[src/rtl/hit_count_accum.sv]
// Per-frame hit accumulator: sums WORDS_PER_FRAME word hit counts with saturation,
// reports the total, an over-limit flag and a truncation flag one cycle after frame end.
module hit_count_accum #(
   parameter int unsigned WORDS_PER_FRAME = 8,
   parameter int unsigned CNT_W           = 8
) (
   input  logic             clk,
   input  logic             rstn,
   input  logic             frame_start,
   input  logic             in_valid,
   input  logic [6:0]       in_count,
   input  logic [CNT_W-1:0] occ_limit,
   output logic             out_valid,
   output logic [CNT_W-1:0] out_count,
   output logic             out_over,
   output logic             out_err,
   output logic             busy
);

   localparam int unsigned WC_W  = $clog2(WORDS_PER_FRAME + 1);
   localparam int unsigned SUM_W = ((CNT_W > 7) ? CNT_W : 7) + 1;
   localparam logic [SUM_W-1:0] SAT_MAX = {{(SUM_W - CNT_W){1'b0}}, {CNT_W{1'b1}}};
   localparam logic [WC_W-1:0]  LAST_WORD = WC_W'(WORDS_PER_FRAME - 1);

   typedef enum logic [0:0] {StIdle, StAccum} state_e;

   state_e           state_q, state_d;
   logic [CNT_W-1:0] acc_q, acc_d;
   logic [WC_W-1:0]  wc_q, wc_d;
   logic [CNT_W-1:0] limit_q, limit_d;
   logic [CNT_W-1:0] out_count_q, out_count_d;
   logic             out_over_q, out_over_d;
   logic             out_err_q, out_err_d;
   logic             out_valid_q, out_valid_d;
   logic [CNT_W-1:0] acc_sum, first_sum;
   logic             last_word;

   // Wide enough that in_count up to 127 cannot wrap before the clamp.
   function automatic logic [CNT_W-1:0] sat_add(input logic [CNT_W-1:0] a,
                                                input logic [6:0] b);
      logic [SUM_W-1:0] s;
      s = SUM_W'(a) + SUM_W'(b);
      if (s > SAT_MAX) s = SAT_MAX;
      return s[CNT_W-1:0];
   endfunction

   assign acc_sum   = sat_add(acc_q, in_count);
   assign first_sum = sat_add('0, in_count);
   assign last_word = in_valid && (wc_q == LAST_WORD);

   always_comb begin
      state_d     = state_q;
      acc_d       = acc_q;
      wc_d        = wc_q;
      limit_d     = limit_q;
      out_count_d = out_count_q;
      out_over_d  = out_over_q;
      out_err_d   = out_err_q;
      out_valid_d = 1'b0;
      unique case (state_q)
         StIdle: begin
            if (frame_start) begin
               state_d = StAccum;
               acc_d   = in_valid ? first_sum : '0;
               wc_d    = in_valid ? WC_W'(1) : '0;
               limit_d = occ_limit;
            end
         end
         StAccum: begin
            if (last_word) begin
               out_valid_d = 1'b1;
               out_count_d = acc_sum;
               out_over_d  = acc_sum > limit_q;
               out_err_d   = 1'b0;
               // The word completing this frame is consumed; a coincident start begins empty.
               if (frame_start) begin
                  acc_d   = '0;
                  wc_d    = '0;
                  limit_d = occ_limit;
               end else begin
                  state_d = StIdle;
               end
            end else if (frame_start) begin
               out_valid_d = 1'b1;
               out_count_d = acc_q;
               out_over_d  = acc_q > limit_q;
               out_err_d   = 1'b1;
               acc_d       = in_valid ? first_sum : '0;
               wc_d        = in_valid ? WC_W'(1) : '0;
               limit_d     = occ_limit;
            end else if (in_valid) begin
               acc_d = acc_sum;
               wc_d  = wc_q + 1'b1;
            end
         end
         default: state_d = StIdle;
      endcase
   end

   always_ff @(posedge clk or negedge rstn) begin
      if (!rstn) begin
         state_q     <= StIdle;
         acc_q       <= '0;
         wc_q        <= '0;
         limit_q     <= '0;
         out_count_q <= '0;
         out_over_q  <= 1'b0;
         out_err_q   <= 1'b0;
         out_valid_q <= 1'b0;
      end else begin
         state_q     <= state_d;
         acc_q       <= acc_d;
         wc_q        <= wc_d;
         limit_q     <= limit_d;
         out_count_q <= out_count_d;
         out_over_q  <= out_over_d;
         out_err_q   <= out_err_d;
         out_valid_q <= out_valid_d;
      end
   end

   assign out_valid = out_valid_q;
   assign out_count = out_count_q;
   assign out_over  = out_over_q;
   assign out_err   = out_err_q;
   assign busy      = (state_q == StAccum);

endmodule

[config.mk]
export PLATFORM = sky130hd
export DESIGN_NAME = hit_count_accum
export DESIGN_NICKNAME = d
export VERILOG_FILES = /design/src/rtl/hit_count_accum.sv
export SDC_FILE = /design/constraint.sdc
export NUM_CORES = 1
export LEC_CHECK = 0
export CAP_MARGIN = 20
export CORE_ASPECT_RATIO = 0.7
export CORE_MARGIN = 1
export CORE_UTILIZATION = 34
export DETAILED_ROUTE_END_ITERATION = 16
export PLACE_DENSITY = 0.56
export SLEW_MARGIN = 15
export SYNTH_ARGS = -nofsm -noshare
export SYNTH_HDL_FRONTEND = slang
export SYNTH_SLANG_ARGS = --single-unit
[constraint.sdc]
create_clock -name clk -period 4.3 [get_ports clk]
set_input_delay 0.43 -clock clk [delete_from_list [all_inputs] [get_ports clk]]
set_output_delay 0.43 -clock clk [all_outputs]
set_load 0.02 [all_outputs]
# --- After elaboration in Yosys (flattened, before gate mapping) ---
# Cells that the tools add are included.
totals:
  reg_bits: 32
  in_bits: 19
  out_inout_bits: 12
  elab_cells: 51
op_classes:
  n_addsub: 2
  order_cmp: 4
  eq_ne: 4
  n_mux: 28
  bitwise: 1
  reduce_logical: 4
ops:
  columns: ["operator", "count"]
  rows:
  - ["2-to-1 mux 8 bit", 11]
  - ["2-to-1 mux 4 bit", 5]
  - ["greater-than comparator 8 bit", 2]
  - ["one-hot mux 8 bit (2 select lines)", 1]
  - ["adder 8 x 7 -> 9 bit", 1]
  - ["greater-than comparator 9 x 8 -> 1 bit, second input constant", 1]
  - ["2-to-1 mux 1 bit", 9]
  - ["greater-than comparator 7 x 8 -> 1 bit, second input constant", 1]
  - ["one-hot mux 4 bit (2 select lines)", 1]
  - ["inequality test 3 bit, second input constant", 2]
  - ["adder 4 x 1 -> 4 bit, second input constant", 1]
  - ["equality test 4 x 3 -> 1 bit, second input constant", 1]
  - ["AND reduction 3 bit", 1]
  - ["inequality test 2 bit, second input constant", 1]
  - ["one-hot mux 1 bit (2 select lines)", 1]
  - ["AND reduction 2 bit", 1]
  - ["nonzero test 2 bit", 1]
  - ["logical AND 1 bit", 1]
  - ["inverter 1 bit", 1]

# --- Logic depth before layout (Yosys ltp) ---
# Gate-level depths: netlist of the first run.
depth:
  depth_word: 7
  mapped_depth: 15
  depth_no_buf: 15

# --- Worst setup path after synthesis of the first run ---
# Ideal clock, no wire load.
synth_path:
  kind: "in2reg"
  startpoint: "in in_count[0]"
  endpoint: "reg out_over_q (netlist: out_over)"
  setup_ns: 0.124
  arrival_ns: 2.913
  t_required_ns: 4.176
  slack_ns: 1.263
  stages: 12
  path_buffers: 0
  cell_sequence: "ha_1 -> fa_1 -> a21oi_1 -> o21ai_0 -> o31a_1 -> nor2_1 -> inv_1 -> ha_1 -> and3_1 -> a221oi_1 -> a211oi_1 -> a211o_1"
synth_between:
  elab_chain_len: 5
synth_rtl:
  columns: ["item", "line", "rtl"]
  rows:
  - ["start: declaration", "11", "input logic [6:0] in_count,"]
  - ["adder 8 x 7 -> 9 bit *", "42", "s = SUM_W'(a) + SUM_W'(b);"]
  - ["greater-than comparator 9 x 8 -> 1 bit", "43", "if (s > SAT_MAX) s = SAT_MAX;"]
  - ["2-to-1 mux 8 bit *", "43", null]
  - ["greater-than comparator 8 bit *", "73", "out_over_d = acc_sum > limit_q;"]
  - ["2-to-1 mux 1 bit *", "70", "if (last_word) begin"]
  - ["end signal: assignment", "116", "out_over_q <= out_over_d;"]
  - ["end: declaration", "32", "logic out_over_q, out_over_d;"]
# Mark *: on every way between the ends. The rest lies on a longest branch, timed or not.
# A chain may end at the register's enable or synchronous reset.

# --- Worst setup path in the final report of the first run ---
# Same ends and word-level chain as after synthesis.

==> results.py, run 1 <==
metrics = {
    "floorplan": {
        "die_height_um": 68.3,
        "core_mm2": 0.00587,
        "start_util_pct": 36.3,
        "num_io_pins": 31,
        "die_area_mm2": 0.00660,
        "die_w_um": 96.7,
        "row_count": 23,
    },
    "clocking": {
        "cts_buffer_depth": 2,
        "ctsHoldBuffers": 0,
        "clockRootBuffer": "clkbuf_8",
        "cts_tree": "built",
        "post_cts_buffers": 0,
        "htreeDepth": 2,
        "post_cts_resized": 0,
        "clk_pin_slew_ns": 0.07,
        "clk_latency_ns": 0.29,
        "numCtsBuffers": 5,
        "cts_num_sinks": 32,
    },
    "yosys": {
        "synthArstFlopShare_pct": 100,
        "synthFlopType": "dfrtp_1",
        "ys_types": 39,
        "syn_area_per_cell_um2": 8.85,
        "syn-num-nets": 285,
        "syn_area_mm2": 0.00213,
        "ys_seq_area_share_pct": 37.5,
        "synthCells": 241,
        "yosysWarningCount": 0,
        "synth_seq_cells": 32,
        "synth_edf_count": 0,
    },
    "hold_path": {
        "hp-class": "flip-flop to flip-flop",
    },
    "cells_and_area": {
        "drive_above_1_share_pct": 6.23,
        "antenna_cells": 0,
        "final_nets": 316,
        "area_growth_pct": 22.1,
        "design_area_mm2": 0.00261,
        "n_fill_cell": 603,
    },
    "setup_path": {
        "startpoint_type": "input port",
        "required_ns": 4.47,
        "crit_path_frequent_cell": "ha_1",
        "crit_slowest_cell": "clkdlybuf4s50_1",
        "critPathCaptureType": "flip-flop",
        "crit_buf_inv": 2,
        "crit_fanout": 5,
        "crit_chain": "clkdlybuf4s50_1, ha_1, fa_1, a21oi_1, o21ai_0, o31a_1, nor2_1, inv_1, ha_1, and3_1, a221oi_1, a211oi_1, a211o_1",
        "max_stage_delay_ns": 0.45,
        "crit_family": "compound AO/OA/AOI/OAI gates",
        "critPathKind": "input port to flip-flop",
        "arrival_ns": 3.74,
    },
    "global_routing": {
        "grt_first_pass_wirelength_um": 9120,
        "antenna_found_initial": 0,
        "grt_max_degree": 33,
        "grt_usage_pct": 17.8,
        "grt_pass1_vias": 1705,
        "overflow": 0,
    },
    "pwr": {
        "power_leakage_uw": 0.00121,
        "pwr_density_cell_mw_per_mm2": 392,
        "power.total_uw": 1020,
        "irDropWorstVdd_mv": 0.155,
    },
    "sta": {
        "finalClockSkew_ns": 0.00958,
        "min_period_ns": 3.57,
        "rsz0062_at_grt": "no",
        "slew_viol_final": 0,
        "fin_tns_setup_ns": 0,
        "slew_headroom_pct": 48.9,
        "hold_violations": 0,
        "setup_viol": 0,
        "max_slew.worst_pin.slew_ns": 0.761,
        "max_freq_mhz": 280,
        "finalCritPeriodShare_pct": 83.1,
    },
    "place": {
        "dpl.hpwl_um": 4030,
        "gp_congestion": 0.790,
        "dpl_cell_area_mm2": 0.00251,
        "numPortBuffers": 30,
    },
    "outcome": {
        "status": "finished, final reports clean",
    },
    "route": {
        "route.detailed.drc": 0,
        "vias": 1810,
        "antenna_left": 0,
        "drtIter0Drc": 89,
        "wire_per_inst_um": 15.6,
        "drt-pass1-iter-count": 4,
        "wirelength_um": 5420,
        "via_per_inst": 5.20,
    },
    "run": {
        "cap_violations": 0,
    },
}
## cell usage in the layout (no fill, tap or decap), types with 2 or more instances in the layout
cell type        count
mux2_2               3
nand2b_1             2
nand3_1              4
o31ai_1              3
a31oi_1              2
clkdlybuf4s50_1     30
inv_1               19
a221oi_1             2
xnor2_1              3
buf_4                2
nor2b_1              2
o21ai_0             21
a21o_1               7
nor2_1              19
nand4_1              2
clkbuf_8             6
mux2i_1              3
a21oi_1             22
ha_1                24
and3_1               5
dfrtp_1             32
clkinv_2             2
o21ai_1              7
xor2_1               2
nand2_1             23
a32oi_1             10
## stage by stage
stage / util (%) / hold slack [ns] / setup slack (ns) / cells
floorplan: - / 0.134 / 1.26 / 241
global placement: 42.8 / 0.492 / 0.466 / 340
detailed placement: 42.8 / 0.490 / 0.470 / 340
CTS: 44.4 / 0.519 / 0.738 / 348
global route: 44.4 / 0.546 / 0.454 / 348
finish: 44.4 / 0.509 / 0.727 / 348
## worst paths after layout
path,start,endpoint,slack (ns),cells past startpoint
max in group asynchronous,rstn,limit_q[6],3.44,2
worst min-delay path,out_count[1],out_count[1],0.51,2
worst min register to register,out_count[1],out_count[1],0.51,2
worst max register to register,acc_q[0],out_over,0.89,12
min in group asynchronous,rstn,out_err,0.54,2
worst max-delay path,in_count[0],out_over,0.73,13
## synthesized netlist by cell type (2+ instances only)
cell type	count	area share [%]
nand3_1	4	0.94
nand4_1	2	0.59
xnor2_1	3	1.2
inv_1	19	3.3
mux2_2	3	1.6
nor2b_1	2	0.59
a21oi_1	22	5.2
dfrtp_1	32	38
a31oi_1	2	0.59
and3_1	5	1.5
o21ai_0	21	4.9
clkbuf_1	8	1.4
a221oi_1	2	0.82
mux2i_1	3	1.4
nand2_1	23	4.0
nand2b_1	2	0.59
a21o_1	7	2.5
nor2_1	19	3.3
a32oi_1	10	4.1
o31ai_1	3	1.1
ha_1	24	14
o21ai_1	7	1.6
xor2_1	2	0.82
## worst reg2reg max path, delay by kind of cell, from the launching register on
family | cells | cell delay [ns]
buf+inv | 1 | 0.06
compound gates | 6 | 1.48
fa+ha+maj | 3 | 0.92
simple gates | 2 | 0.41
flops | 1 | 0.44
## cell type report
cell class | instances | area (µm²) | share of cell area (%)
clock buffer | 6 | 82.6 | 3.17
sequential | 32 | 801 | 30.7
clock inverter | 2 | 10.0 | 0.384
timing repair buffer | 32 | 315 | 12.1
tap | 75 | 93.8 | 3.60
inverter | 21 | 78.8 | 3.03
multi-input combinational | 180 | 1220 | 47.0
## sequential cells by signal, summed over array words and instances (netlist names)
register / count
acc_q: 8
limit_q: 8
out_count: 8
wc_q: 4
busy: 1
out_err: 1
out_over: 1
out_valid: 1
## power breakdown
| group | leakage (µW) | switching, µW | total, µW | internal [µW] |
|---|---|---|---|---|
| combinational | 0.000770 | 220 | 400 | 180 |
| sequential | 0.000393 | 35.9 | 375 | 339 |
| clock | 0.0000510 | 119 | 247 | 128 |
| total | 0.00121 | 375 | 1020 | 646 |
## layer usage
layer  track usage, %  up-vias  routed length [µm]
li1                 -      934                   -
met4             3.36        0                  23
met2             28.2       45                2240
met3             4.09        4                 290
met1             25.1      827                2870
met5                0        -                   0
## cells by family (layout without fill, tap and decap cells)
group | after synthesis | after routing | synth area share, %
XOR/XNOR | 5 | 5 | 2.05
multiplexers | 6 | 6 | 2.99
AND/OR/NAND/NOR | 64 | 64 | 13.8
adder cells (fa/ha/maj) | 25 | 25 | 15.0
AO/OA/AOI/OAI | 80 | 80 | 23.5
buffers and inverters | 29 | 61 | 5.10
flip-flops | 32 | 32 | 37.5
Power figures use the tool's default switching activity.
==> inputs of run 2 (changes only) <==
==> constraint.sdc (replaced) <==
create_clock -name clk -period 3.35 [get_ports clk]
set_input_delay 0.335 -clock clk [delete_from_list [all_inputs] [get_ports clk]]
set_output_delay 0.335 -clock clk [all_outputs]
set_load 0.02 [all_outputs]
==> run 2 against run 1 <==
Effect of this change: combinational power up 52%; core utilization up 2.9 points; hold slack worse by 0.060 ns; first-iteration DRC count down 9.0%; critical path depth down 1; global-route usage about the same; wire length up 4.3%; setup slack worse by 0.59 ns; via count up 5.2%; largest power group unchanged.
==> results.py, run 2 (synthesized netlist as in run 1, its figures left out) <==
metrics = {
    "pwr": {
        "pwr_density_cell_mw_per_mm2": 505,
        "power.total_uw": 1400,
        "power_leakage_uw": 0.00130,
        "irDropWorstVdd_mv": 0.231,
    },
    "clocking": {
        "cts_buffer_depth": 2,
        "htreeDepth": 2,
        "clk_pin_slew_ns": 0.07,
        "clockRootBuffer": "clkbuf_8",
        "ctsHoldBuffers": 0,
        "cts_num_sinks": 32,
        "clk_latency_ns": 0.28,
        "numCtsBuffers": 5,
        "cts_tree": "built",
    },
    "setup_path": {
        "crit_slowest_cell": "clkdlybuf4s50_1",
        "r2r-end": "out_over",
        "crit_family": "compound AO/OA/AOI/OAI gates",
        "crit_fanout": 5,
        "arrival_ns": 3.39,
        "required_ns": 3.52,
        "timing.rr.start": "acc_q[0]",
        "reg2reg_slack_ns": 0.25,
        "crit_buf_inv": 1,
        "critPathKind": "input port to flip-flop",
        "r2r.worst_path.cells": 11,
        "max_stage_delay_ns": 0.44,
        "startpoint_type": "input port",
        "critPathCaptureType": "flip-flop",
        "crit_chain": "clkdlybuf4s50_1, ha_2, fa_2, a21oi_4, o21ai_2, o31a_1, nand2b_1, ha_1, and3_1, a221oi_2, a211oi_1, a211o_1",
    },
    "cells_and_area": {
        "seq_area_um2": 801,
        "drive_above_1_share_pct": 14.0,
        "multi_input_area_mm2": 0.00125,
        "final_cell_mix": "32 x dfrtp_1, 30 x clkdlybuf4s50_1, 23 x nand2_1, 23 x ha_1",
        "antenna_cells": 0,
        "area_growth_pct": 30.1,
        "n_fill_cell": 580,
        "final_common_cell": "dfrtp_1",
        "final_nets": 335,
    },
    "route": {
        "drt-pass1-iter-count": 4,
        "wire_per_inst_um": 15.4,
        "wirelength_um": 5660,
        "antenna_left": 0,
        "vias": 1904,
        "via_per_inst": 5.19,
        "drtIter0Drc": 81,
        "route.detailed.drc": 0,
    },
    "place": {
        "dpl.hpwl_um": 4230,
        "numPortBuffers": 30,
        "place_ws_ns": -0.333,
        "gp_congestion": 0.821,
    },
    "sta": {
        "min_period_ns": 3.21,
        "slew_headroom_pct": 55.7,
        "max_freq_mhz": 311,
        "max_slew.worst_pin.slew_ns": 0.665,
        "hold_slack_ns": 0.448,
        "setup_viol": 0,
        "finalClockSkew_ns": 0.00427,
        "hold_violations": 0,
        "finalCritPeriodShare_pct": 95.9,
        "setup_ws_ns": 0.137,
        "slew_viol_final": 0,
    },
    "global_routing": {
        "grt_first_pass_wirelength_um": 9000,
        "antenna_found_initial": 0,
        "grt_usage_pct": 17.8,
        "grt_max_degree": 33,
        "grt_pass1_vias": 1708,
        "overflow": 0,
    },
    "floorplan": {
        "die_w_um": 96.7,
        "start_util_pct": 36.3,
        "die_area_mm2": 0.00660,
        "row_count": 23,
        "num_io_pins": 31,
        "core_mm2": 0.00587,
        "die_height_um": 68.3,
    },
    "hold_path": {
        "hp-class": "input port to asynchronous set/reset pin",
    },
    "outcome": {
        "status": "finished, final reports clean",
    },
    "run": {
        "cap_violations": 0,
    },
}
[run 2: worst max path at each step]
stage	slack, ns	end	cells past startpoint	from
after floorplan	0.36	out_over	12	acc_q[0]
after global placement	-0.29	out_over	13	in_count[0]
after detailed placement	-0.33	out_over	13	in_count[0]
after CTS	0.02	out_over	13	in_count[0]
after global routing	-0.03	out_over	12	in_count[0]
final	0.14	out_over	12	in_count[0]
[run 2: cell type report]
cell class	instances	area share (%)
sequential	32	28.8
timing repair buffer	51	16.5
inverter	21	2.84
tap	75	3.38
clock buffer	8	3.24
multi-input combinational	180	45.2
[run 2: repair_timing]
action	CTS	global route
pin swaps	0	3
hold endpoints to repair	0	0
setup endpoints to repair	1	1
gates resized for setup	1	8
buffers inserted	0	1
[run 2: metal layers]
layer | share of wire [%] | global-route usage [%] | wire length (µm)
met5 | 0 | 0 | 0
met1 | 52 | 25.4 | 2940
met3 | 6.1 | 4.49 | 344
met2 | 41 | 27.0 | 2330
met4 | 0.81 | 4.10 | 46
[run 2: power by group]
part	leakage, µW	switching [µW]	internal, µW
registers	0.000393	45.2	435
clock network	0.0000455	146	168
logic	0.000864	314	294
[run 2: per-stage QoR]
stage / std cells / utilization (%) / TNS (ns) / area (µm²)
after detailed placement: 358 / 45.1 / -0.333 / 2650
after global routing: 367 / 47.3 / -0.0321 / 2780
after CTS: 366 / 46.6 / 0 / 2740
after global placement: 358 / 45.1 / -0.293 / 2650
final: 367 / 47.3 / 0 / 2780
after floorplan: 241 / - / 0 / 2130
